[src/rtl/paddle_driver_if.sv]
// Frame-tick/action inputs and paddle state outputs of paddle_driver.
// master: the driving controller side; slave: the paddle_driver itself.
interface paddle_driver_if;
  logic               frame_tick;
  logic [2:0]         action;
  logic signed [10:0] paddle10_posy;
  logic signed [10:0] paddle11_posy;
  logic [4:0]         speed;
  logic [1:0]         dir;
  logic               update;
  logic               overrun;
  logic               illegal;

  modport master (
    output frame_tick,
    output action,
    input  paddle10_posy,
    input  paddle11_posy,
    input  speed,
    input  dir,
    input  update,
    input  overrun,
    input  illegal
  );

  modport slave (
    input  frame_tick,
    input  action,
    output paddle10_posy,
    output paddle11_posy,
    output speed,
    output dir,
    output update,
    output overrun,
    output illegal
  );
endinterface

[src/rtl/paddle_driver.sv]
// Samples the AI action once per frame after a settle delay and
// moves both AI paddles by a ramped, clamped vertical step.
module paddle_driver #(
  parameter int FIELD_H  = 480,
  parameter int HALF_PAD = 40,
  parameter int INIT_Y10 = 240,
  parameter int INIT_Y11 = 240,
  parameter int STEP_MIN = 2,
  parameter int STEP_MAX = 8,
  parameter int ACCEL    = 2,
  parameter int SETTLE   = 3
) (
  input  logic            clk,
  input  logic            rst_n,
  paddle_driver_if.slave  bus
);

  typedef enum logic {
    S_IDLE,
    S_WAIT
  } state_t;

  localparam logic [1:0] DIR_NONE = 2'd0;
  localparam logic [1:0] DIR_UP   = 2'd1;
  localparam logic [1:0] DIR_DN   = 2'd2;

  localparam logic [2:0] ACT_HOLD = 3'd1;
  localparam logic [2:0] ACT_UP   = 3'd2;
  localparam logic [2:0] ACT_DN   = 3'd3;

  localparam logic [3:0] CNT_INIT = 4'(SETTLE);
  localparam logic [4:0] SMIN     = 5'(STEP_MIN);
  localparam logic [4:0] SMAX     = 5'(STEP_MAX);
  localparam logic [4:0] SACC     = 5'(ACCEL);

  localparam logic signed [11:0] Y_LO = 12'(HALF_PAD);
  localparam logic signed [11:0] Y_HI = 12'(FIELD_H - HALF_PAD);

  localparam logic signed [10:0] Y10_RST = 11'(INIT_Y10);
  localparam logic signed [10:0] Y11_RST = 11'(INIT_Y11);

  state_t             r_state;
  state_t             w_state_nxt;
  logic [3:0]         r_cnt;
  logic [3:0]         w_cnt_nxt;
  logic               w_sample;
  logic               w_drop;

  logic signed [10:0] r_y10;
  logic signed [10:0] r_y11;
  logic [4:0]         r_speed;
  logic [1:0]         r_dir;
  logic               r_update;
  logic               r_overrun;
  logic               r_illegal;

  logic               w_up;
  logic               w_dn;
  logic               w_bad;
  logic [1:0]         w_dir_nxt;
  logic [4:0]         w_speed_nxt;
  logic [5:0]         w_sum;
  logic signed [11:0] w_step;
  logic signed [11:0] w_y10_raw;
  logic signed [11:0] w_y11_raw;
  logic signed [10:0] w_y10_nxt;
  logic signed [10:0] w_y11_nxt;

  function automatic logic signed [10:0] clamp_y(
    input logic signed [11:0] v
  );
    if (v < Y_LO)
      return 11'(Y_LO);
    else if (v > Y_HI)
      return 11'(Y_HI);
    else
      return 11'(v);
  endfunction

  always_ff @(posedge clk or negedge rst_n) begin
    if (!rst_n) begin
      r_state <= S_IDLE;
      r_cnt   <= 4'd0;
    end else begin
      r_state <= w_state_nxt;
      r_cnt   <= w_cnt_nxt;
    end
  end

  always_comb begin
    w_state_nxt = r_state;
    w_cnt_nxt   = r_cnt;
    w_sample    = 1'b0;
    w_drop      = 1'b0;
    unique case (r_state)
      S_IDLE: begin
        if (bus.frame_tick) begin
          w_state_nxt = S_WAIT;
          w_cnt_nxt   = CNT_INIT;
        end
      end
      S_WAIT: begin
        w_drop    = bus.frame_tick;
        w_cnt_nxt = r_cnt - 4'd1;
        if (r_cnt == 4'd1) begin
          w_sample    = 1'b1;
          w_state_nxt = S_IDLE;
          w_cnt_nxt   = 4'd0;
        end
      end
    endcase
  end

  assign w_up  = (bus.action == ACT_UP);
  assign w_dn  = (bus.action == ACT_DN);
  assign w_sum = {1'b0, r_speed} + {1'b0, SACC};

  // Illegal codes fall through to the HOLD path.
  always_comb begin
    w_dir_nxt   = DIR_NONE;
    w_speed_nxt = 5'd0;
    w_bad       = 1'b0;
    unique case (1'b1)
      w_up:    w_dir_nxt = DIR_UP;
      w_dn:    w_dir_nxt = DIR_DN;
      default: w_bad = (bus.action != ACT_HOLD);
    endcase
    if (w_dir_nxt != DIR_NONE) begin
      if (w_dir_nxt == r_dir)
        w_speed_nxt = (w_sum > {1'b0, SMAX}) ? SMAX : w_sum[4:0];
      else
        w_speed_nxt = SMIN;
    end
  end

  assign w_step = $signed({7'd0, w_speed_nxt});

  always_comb begin
    w_y10_raw = {r_y10[10], r_y10};
    w_y11_raw = {r_y11[10], r_y11};
    unique case (w_dir_nxt)
      DIR_UP: begin
        w_y10_raw = {r_y10[10], r_y10} + w_step;
        w_y11_raw = {r_y11[10], r_y11} + w_step;
      end
      DIR_DN: begin
        w_y10_raw = {r_y10[10], r_y10} - w_step;
        w_y11_raw = {r_y11[10], r_y11} - w_step;
      end
      default: ;
    endcase
  end

  assign w_y10_nxt = clamp_y(w_y10_raw);
  assign w_y11_nxt = clamp_y(w_y11_raw);

  always_ff @(posedge clk or negedge rst_n) begin
    if (!rst_n) begin
      r_y10     <= Y10_RST;
      r_y11     <= Y11_RST;
      r_speed   <= 5'd0;
      r_dir     <= DIR_NONE;
      r_update  <= 1'b0;
      r_overrun <= 1'b0;
      r_illegal <= 1'b0;
    end else begin
      r_update <= w_sample;
      if (w_sample) begin
        r_y10   <= w_y10_nxt;
        r_y11   <= w_y11_nxt;
        r_speed <= w_speed_nxt;
        r_dir   <= w_dir_nxt;
        if (w_bad)
          r_illegal <= 1'b1;
      end
      if (w_drop)
        r_overrun <= 1'b1;
    end
  end

  assign bus.paddle10_posy = r_y10;
  assign bus.paddle11_posy = r_y11;
  assign bus.speed         = r_speed;
  assign bus.dir           = r_dir;
  assign bus.update        = r_update;
  assign bus.overrun       = r_overrun;
  assign bus.illegal       = r_illegal;

endmodule

[src/flat_wrapper.sv]
// flat-port wrapper written by rule: the top's interface ports become plain ports
module paddle_driver_flat 
#(
  parameter int FIELD_H  = 480,
  parameter int HALF_PAD = 40,
  parameter int INIT_Y10 = 240,
  parameter int INIT_Y11 = 240,
  parameter int STEP_MIN = 2,
  parameter int STEP_MAX = 8,
  parameter int ACCEL    = 2,
  parameter int SETTLE   = 3
)
  (clk, rst_n, bus_frame_tick, bus_action, bus_paddle10_posy, bus_paddle11_posy, bus_speed, bus_dir, bus_update, bus_overrun, bus_illegal);
  paddle_driver_if bus_i ();
  input  logic clk;
  input  logic rst_n;
  input wire logic [$bits(bus_i.frame_tick)-1:0] bus_frame_tick;
  input wire logic [$bits(bus_i.action)-1:0] bus_action;
  output wire logic [$bits(bus_i.paddle10_posy)-1:0] bus_paddle10_posy;
  output wire logic [$bits(bus_i.paddle11_posy)-1:0] bus_paddle11_posy;
  output wire logic [$bits(bus_i.speed)-1:0] bus_speed;
  output wire logic [$bits(bus_i.dir)-1:0] bus_dir;
  output wire logic [$bits(bus_i.update)-1:0] bus_update;
  output wire logic [$bits(bus_i.overrun)-1:0] bus_overrun;
  output wire logic [$bits(bus_i.illegal)-1:0] bus_illegal;
  assign bus_i.frame_tick = bus_frame_tick;
  assign bus_i.action = bus_action;
  assign bus_paddle10_posy = bus_i.paddle10_posy;
  assign bus_paddle11_posy = bus_i.paddle11_posy;
  assign bus_speed = bus_i.speed;
  assign bus_dir = bus_i.dir;
  assign bus_update = bus_i.update;
  assign bus_overrun = bus_i.overrun;
  assign bus_illegal = bus_i.illegal;
  paddle_driver #(.FIELD_H(FIELD_H), .HALF_PAD(HALF_PAD), .INIT_Y10(INIT_Y10), .INIT_Y11(INIT_Y11), .STEP_MIN(STEP_MIN), .STEP_MAX(STEP_MAX), .ACCEL(ACCEL), .SETTLE(SETTLE)) u_core (.clk(clk), .rst_n(rst_n), .bus(bus_i));
endmodule
[config.mk]
export PLATFORM = sky130hd
export DESIGN_NAME = paddle_driver_flat
export DESIGN_NICKNAME = d
export VERILOG_FILES = /design/src/rtl/paddle_driver_if.sv /design/src/rtl/paddle_driver.sv /design/src/flat_wrapper.sv
export SDC_FILE = /design/constraint.sdc
export NUM_CORES = 1
export LEC_CHECK = 0
export CAP_MARGIN = 25
export CORE_ASPECT_RATIO = 0.9
export CORE_MARGIN = 2
export CORE_UTILIZATION = 46
export DETAILED_ROUTE_END_ITERATION = 10
export PLACE_DENSITY = 0.69
export SLEW_MARGIN = 10
export SYNTH_ARGS = -nofsm -noshare
export SYNTH_HDL_FRONTEND = slang
export SYNTH_SLANG_ARGS = --single-unit
[constraint.sdc]
create_clock -name clk -period 4.1 [get_ports clk]
set_input_delay 1.23 -clock clk [delete_from_list [all_inputs] [get_ports clk]]
set_output_delay 1.23 -clock clk [all_outputs]
set_load 0.05 [all_outputs]
# Word level (Yosys, flattened, before mapping)
# Index checks and enable logic that the tools add are counted.
# W data, S select, Z words.
[classes] add_sub_neg=6 magnitude_cmp=5 eq_ne=8 n_mux=20 n_bitwise=1 reduce_logical=3
[ops] operator="$pmux W12 S2" n=2
[ops] operator="$mux W11" n=4
[ops] operator="$add A11 B6 Y12" n=2
[ops] operator="$gt A12 B10 Y1 const B" n=2
[ops] operator="$lt A12 B7 Y1 const B" n=2
[ops] operator="$sub A11 B6 Y12" n=2
[ops] operator="$mux W5" n=3
[ops] operator="$mux W4" n=2
[ops] operator="$pmux W4 S2" n=1
[ops] operator="$add A5 B2 Y6 const B" n=1
[ops] operator="$eq A3 B2 Y1 const B" n=2
[ops] operator="$gt A6 B4 Y1 const B" n=1
[ops] operator="$mux W1" n=6
[ops] operator="$eq A4 B1 Y1 const B" n=1
[ops] operator="$pmux W2 S2" n=1
[ops] operator="$sub A4 B1 Y4 const B" n=1
[ops] operator="$ne A3 B1 Y1 const B" n=1
[ops] operator="$eq A2 B1 Y1 const B" n=1
[ops] operator="$eq A2 B2 Y1" n=1
[ops] operator="$eq A2 B2 Y1 const B" n=1
[ops] operator="$ne A2 B2 Y1 const B" n=1
[ops] operator="$pmux W1 S2" n=1
[ops] operator="$reduce_and A2 Y1" n=1
[ops] operator="$reduce_bool A2 Y1" n=1
[ops] operator="other kinds (2)" n=2
[totals] register_bits=37 inputBits=6 wordCells=52

# Logic depth before layout (Yosys ltp)
[depth] depth_word=10 ltp_mapped=20

# Least setup slack after synthesis
# OpenSTA, ideal clock, no wires.
[synth_timing] path_kind="input-to-reg" start="input bus_action[1]" end="register u_core.r_y11[1], in the netlist u_core.bus.paddle11_posy[1]" setup_time_ns=0.122 t_arrival_ns=5.376 setup_slack_ns=-1.397 stages=18 path_buffers=0 cell_sequence="nor2b_1 -> nand2_1 -> ha_1 -> o31a_4 -> nor2_1 -> nand2_1 -> ha_1 -> a21oi_1 -> ha_1 -> nor2b_1 -> o31a_4 -> a2111oi_2 -> o31a_1 -> nor2b_1 -> xnor2_1 -> a31oi_1 -> nor2_1 -> a32o_1"
[synth_between] elab_chain_len=10
[synth_rtl] element="start: declaration" line_no="flat_wrapper.sv:18" source="input wire logic [$bits(bus_i.action)-1:0] bus_action;"
[synth_rtl] element="$eq A3 B2 Y1, on equally long branches" line_no="paddle_driver.sv:115, paddle_driver.sv:114"
[synth_rtl] element="$pmux W2 S2 (*)" line_no="paddle_driver.sv:123" source="unique case (1'b1)"
[synth_rtl] element="$eq A2 B2 Y1" line_no="paddle_driver.sv:129" source="if (w_dir_nxt == r_dir)"
[synth_rtl] element="$mux W5" line_no="paddle_driver.sv:129"
[synth_rtl] element="$mux W5" line_no="paddle_driver.sv:128" source="if (w_dir_nxt != DIR_NONE) begin"
[synth_rtl] element="$sub A11 B6 Y12 or $add A11 B6 Y12 (tied branches)" line_no="paddle_driver.sv:148, paddle_driver.sv:144"
[synth_rtl] element="$pmux W12 S2 (*)" line_no="paddle_driver.sv:141" source="unique case (w_dir_nxt)"
[synth_rtl] element="$gt A12 B10 Y1" line_no="paddle_driver.sv:74" source="else if (v > Y_HI)"
[synth_rtl] element="$mux W11" line_no="paddle_driver.sv:74"
[synth_rtl] element="$mux W11 (*)" line_no="paddle_driver.sv:72" source="if (v < Y_LO)"
[synth_rtl] element="end signal: assignment" line_no="paddle_driver.sv:170" source="r_y11 <= w_y11_nxt;"
[synth_rtl] element="end: declaration" line_no="paddle_driver.sv:50" source="logic signed [10:0] r_y11;"
# Mark *: on every way between the ends. The rest lies on a longest branch, timed or not.
# A chain may end at the register's enable or synchronous reset.

# Worst setup path in the final report
[layout_timing] start="input bus_action[2]" end="register u_core.r_y11[2], in the netlist u_core.bus.paddle11_posy[2]"
# Same word-level chain as after synthesis.

==> flow_summary.json <==
{
  "crit_chain": "buf_8 > nor2b_4 > nand2_2 > ha_4 > or3_4 > o32ai_4 > nor2_4 > ha_4 > nor2_4 > xor2_4 > ha_4 > a211o_4 > a311oi_2 > buf_4 > o31ai_1 > a31o_1 > and2b_1 > a21o_1 > buf_4 > buf_6 > nor2_4 > a32o_1",
  "critical_path.max_stage_delay_ns": 0.38,
  "post-place-cells": 631,
  "antenna_found_initial": 0,
  "gp_congestion": 0.867,
  "core_area_sq_mm": 0.00747,
  "report.final.slew_viol_count": 0,
  "dieArea_sq_mm": 0.00833,
  "die_w_microns": 96.0,
  "fin_skew_ns": 0.00710,
  "die_y_microns": 86.8,
  "setup_violations": 18,
  "layout-drive-gt1-share_pct": 45.1,
  "routed_wl_mm": 12.5,
  "violations": "negative setup slack",
  "worstSetupPathType": "primary input to flop",
  "syn_inst": 403,
  "layout_worst_path_cycle_share_pct": 126,
  "synth-warning-count": 0,
  "setup_tns_ns": -16.23,
  "grt_max_degree": 38,
  "met3_usage_pct": 4.43,
  "clkSlewWorstSetupHoldPaths_ns": 0.09,
  "io-pin-count": 38,
  "wire_per_inst_microns": 18.8,
  "fin_ws_ns": -1.07,
  "grt.busiest_layer": "met2",
  "drc": 0,
  "slowest_stage": "or3_4",
  "drtPass1Iterations": 5,
  "design_area_sq_mm": 0.00568,
  "holdWs_ns": 0.470,
  "status": "finished, violations left",
  "io_buffer_count": 37,
  "drtAntennaViolNets": 0,
  "p_leak_nw": 2.42,
  "grt_pass1_wl_mm": 18.5,
  "cp_top_family": "compound AO/OA/AOI/OAI gates",
  "syn_nets": 438,
  "min_path_type": "flop to flop",
  "cap_violations": 0,
  "via_count": 4002,
  "layout_common_cells": "buf_4, clkdlybuf4s50_1, nor2_1",
  "rsz0062_at_grt": "true",
  "worst_pin_slew_ns": 0.844,
  "min_period_ns": 5.17,
  "syn-cell-area_sq_mm": 0.00350,
  "num_rows": 30,
  "cp_max_fo": 6,
  "crit_buf_inv": 4,
  "drtIter0Drc": 202,
  "crit_path_start_kind": "primary input",
  "fin_nets": 600,
  "end_kind": "flop",
  "avgSynthCellArea_sq_um": 8.70,
  "placed_area_sq_mm": 0.00497,
  "slew_headroom_pct": 43.7,
  "grt_pass1_vias": 3916,
  "critPathArrivalTime_ns": 5.35,
  "avgViaCountPerCell": 6.05,
  "cts_tree": "done",
  "diodes": 0,
  "clk_latency_ns": 0.29,
  "final-hold-violation-count": 0,
  "synth_edf_count": 0,
  "final_common_cell": "buf_4",
  "grt_usage_pct": 28.1,
  "gr-usage-met1_pct": 34.5,
  "cp.required_ns": 4.28,
  "powerDensity_mw_per_mm2": 964,
  "clockBufferDepth": 2,
  "yosysSeqAreaShare_pct": 26.7,
  "finalCoreUtilization_pct": 76.0,
  "final_cells": 662,
  "synth_top_flop_cell": "dfrtp_1",
  "cts_root_buf": "clkbuf_8",
  "htreeDepth": 2,
  "start_util_pct": 46.9,
  "cts_inserted_buffers": 5,
  "clkSinkCount": 37,
  "overflow": 0,
  "area_growth_pct": 62.0,
  "ir_drop_mv": 0.536,
  "timing.fmax_ghz": 0.193,
  "grt_use_met2_pct": 49.7,
  "yosysUniqueCellTypes": 84,
  "hpwlAfterDp_mm": 7.92,
  "synthArstFlopShare_pct": 100,
  "synth_seq_cells": 37
}
flip-flops by register name, indices dropped and copies added (netlist names):
signal and count:
u_core.bus.paddle10_posy 11, u_core.bus.paddle11_posy 11, u_core.bus.speed 5, u_core.r_cnt 4, u_core.bus.dir 2, u_core.bus.illegal 1, u_core.bus.overrun 1, u_core.bus.update 1
u_core.r_state 1
layer usage:
layer,routed length [microns],part of all wire [%]
met2,6300,51
met1,5120,41
met3,648,5.2
met5,0,0
met4,386,3.1
cells in the mapped netlist (all sizes together) (9+ instances only):
library cell / n / share of area, %
a21oi: 17 / 2.6
a31oi: 9 / 2.0
clkbuf: 10 / 1.1
dfrtp: 29 / 21
ha: 27 / 9.6
inv: 21 / 2.2
nand2: 31 / 3.3
nor2: 37 / 4.0
nor2b: 9 / 1.6
nor3: 12 / 2.0
o21ai: 26 / 4.1
o31ai: 10 / 2.1
final timing paths:
| check | from | to | slack (ns) | depth (start not counted) |
|---|---|---|---|---|
| setup / recovery | bus_action[2] | u_core.bus.paddle11_posy[2] | -1.07 | 22 |
| hold / removal | u_core.bus.overrun | u_core.bus.overrun | 0.47 | 1 |
| setup reg to reg | u_core.bus.dir[0] | u_core.bus.paddle11_posy[2] | -0.33 | 20 |
| hold reg to reg | u_core.bus.overrun | u_core.bus.overrun | 0.47 | 1 |
| max in group asynchronous | rst_n | u_core.bus.paddle11_posy[8] | 2.54 | 1 |
| min in group asynchronous | rst_n | u_core.bus.overrun | 1.03 | 1 |
through the flow:
stage	setup slack, ns	power [mW]
final	-1.07	5.48
after detailed placement	-1.59	4.33
after CTS	-0.920	5.08
after global placement	-1.41	4.24
after floorplan	-0.798	2.98
after global routing	-1.17	5.77
power by group:
part	switching, mW	total [mW]	internal (mW)
Clock	0.153	0.335	0.182
Combinational	2.33	4.44	2.11
Sequential	0.191	0.702	0.511
Total	2.67	5.48	2.81
repair_timing:
action	in CTS	in global routing
endpoints found under the hold margin	0	0
endpoints found under the setup margin	18	18
hold buffers	0	0
resized for setup	64	25
pin swaps	41	26
buffers inserted	17	8
kinds of logic (layout without fill, tap and decap cells):
family | Yosys count | after routing | share of synthesized area, %
buffers and inverters | 35 | 198 | 4.07
DFF | 37 | 37 | 26.7
AOI/OAI and AO/OA | 136 | 136 | 30.6
and+or+nand+nor | 151 | 151 | 24.0
adders and majority gates | 29 | 29 | 10.8
other | 1 | 1 | 0.107
xor gates and xnor gates | 14 | 14 | 3.71
layout make-up:
class	instances	area, sq um
clock buffers	5	68.8
clock inverters	3	46.3
flip-flops and latches	37	936
fillers	497	1790
inverters	21	78.8
repair buffers	169	1400
well taps	96	120
multi-input cells	331	3030
Note: power is estimated with default switching activity, not from simulation.
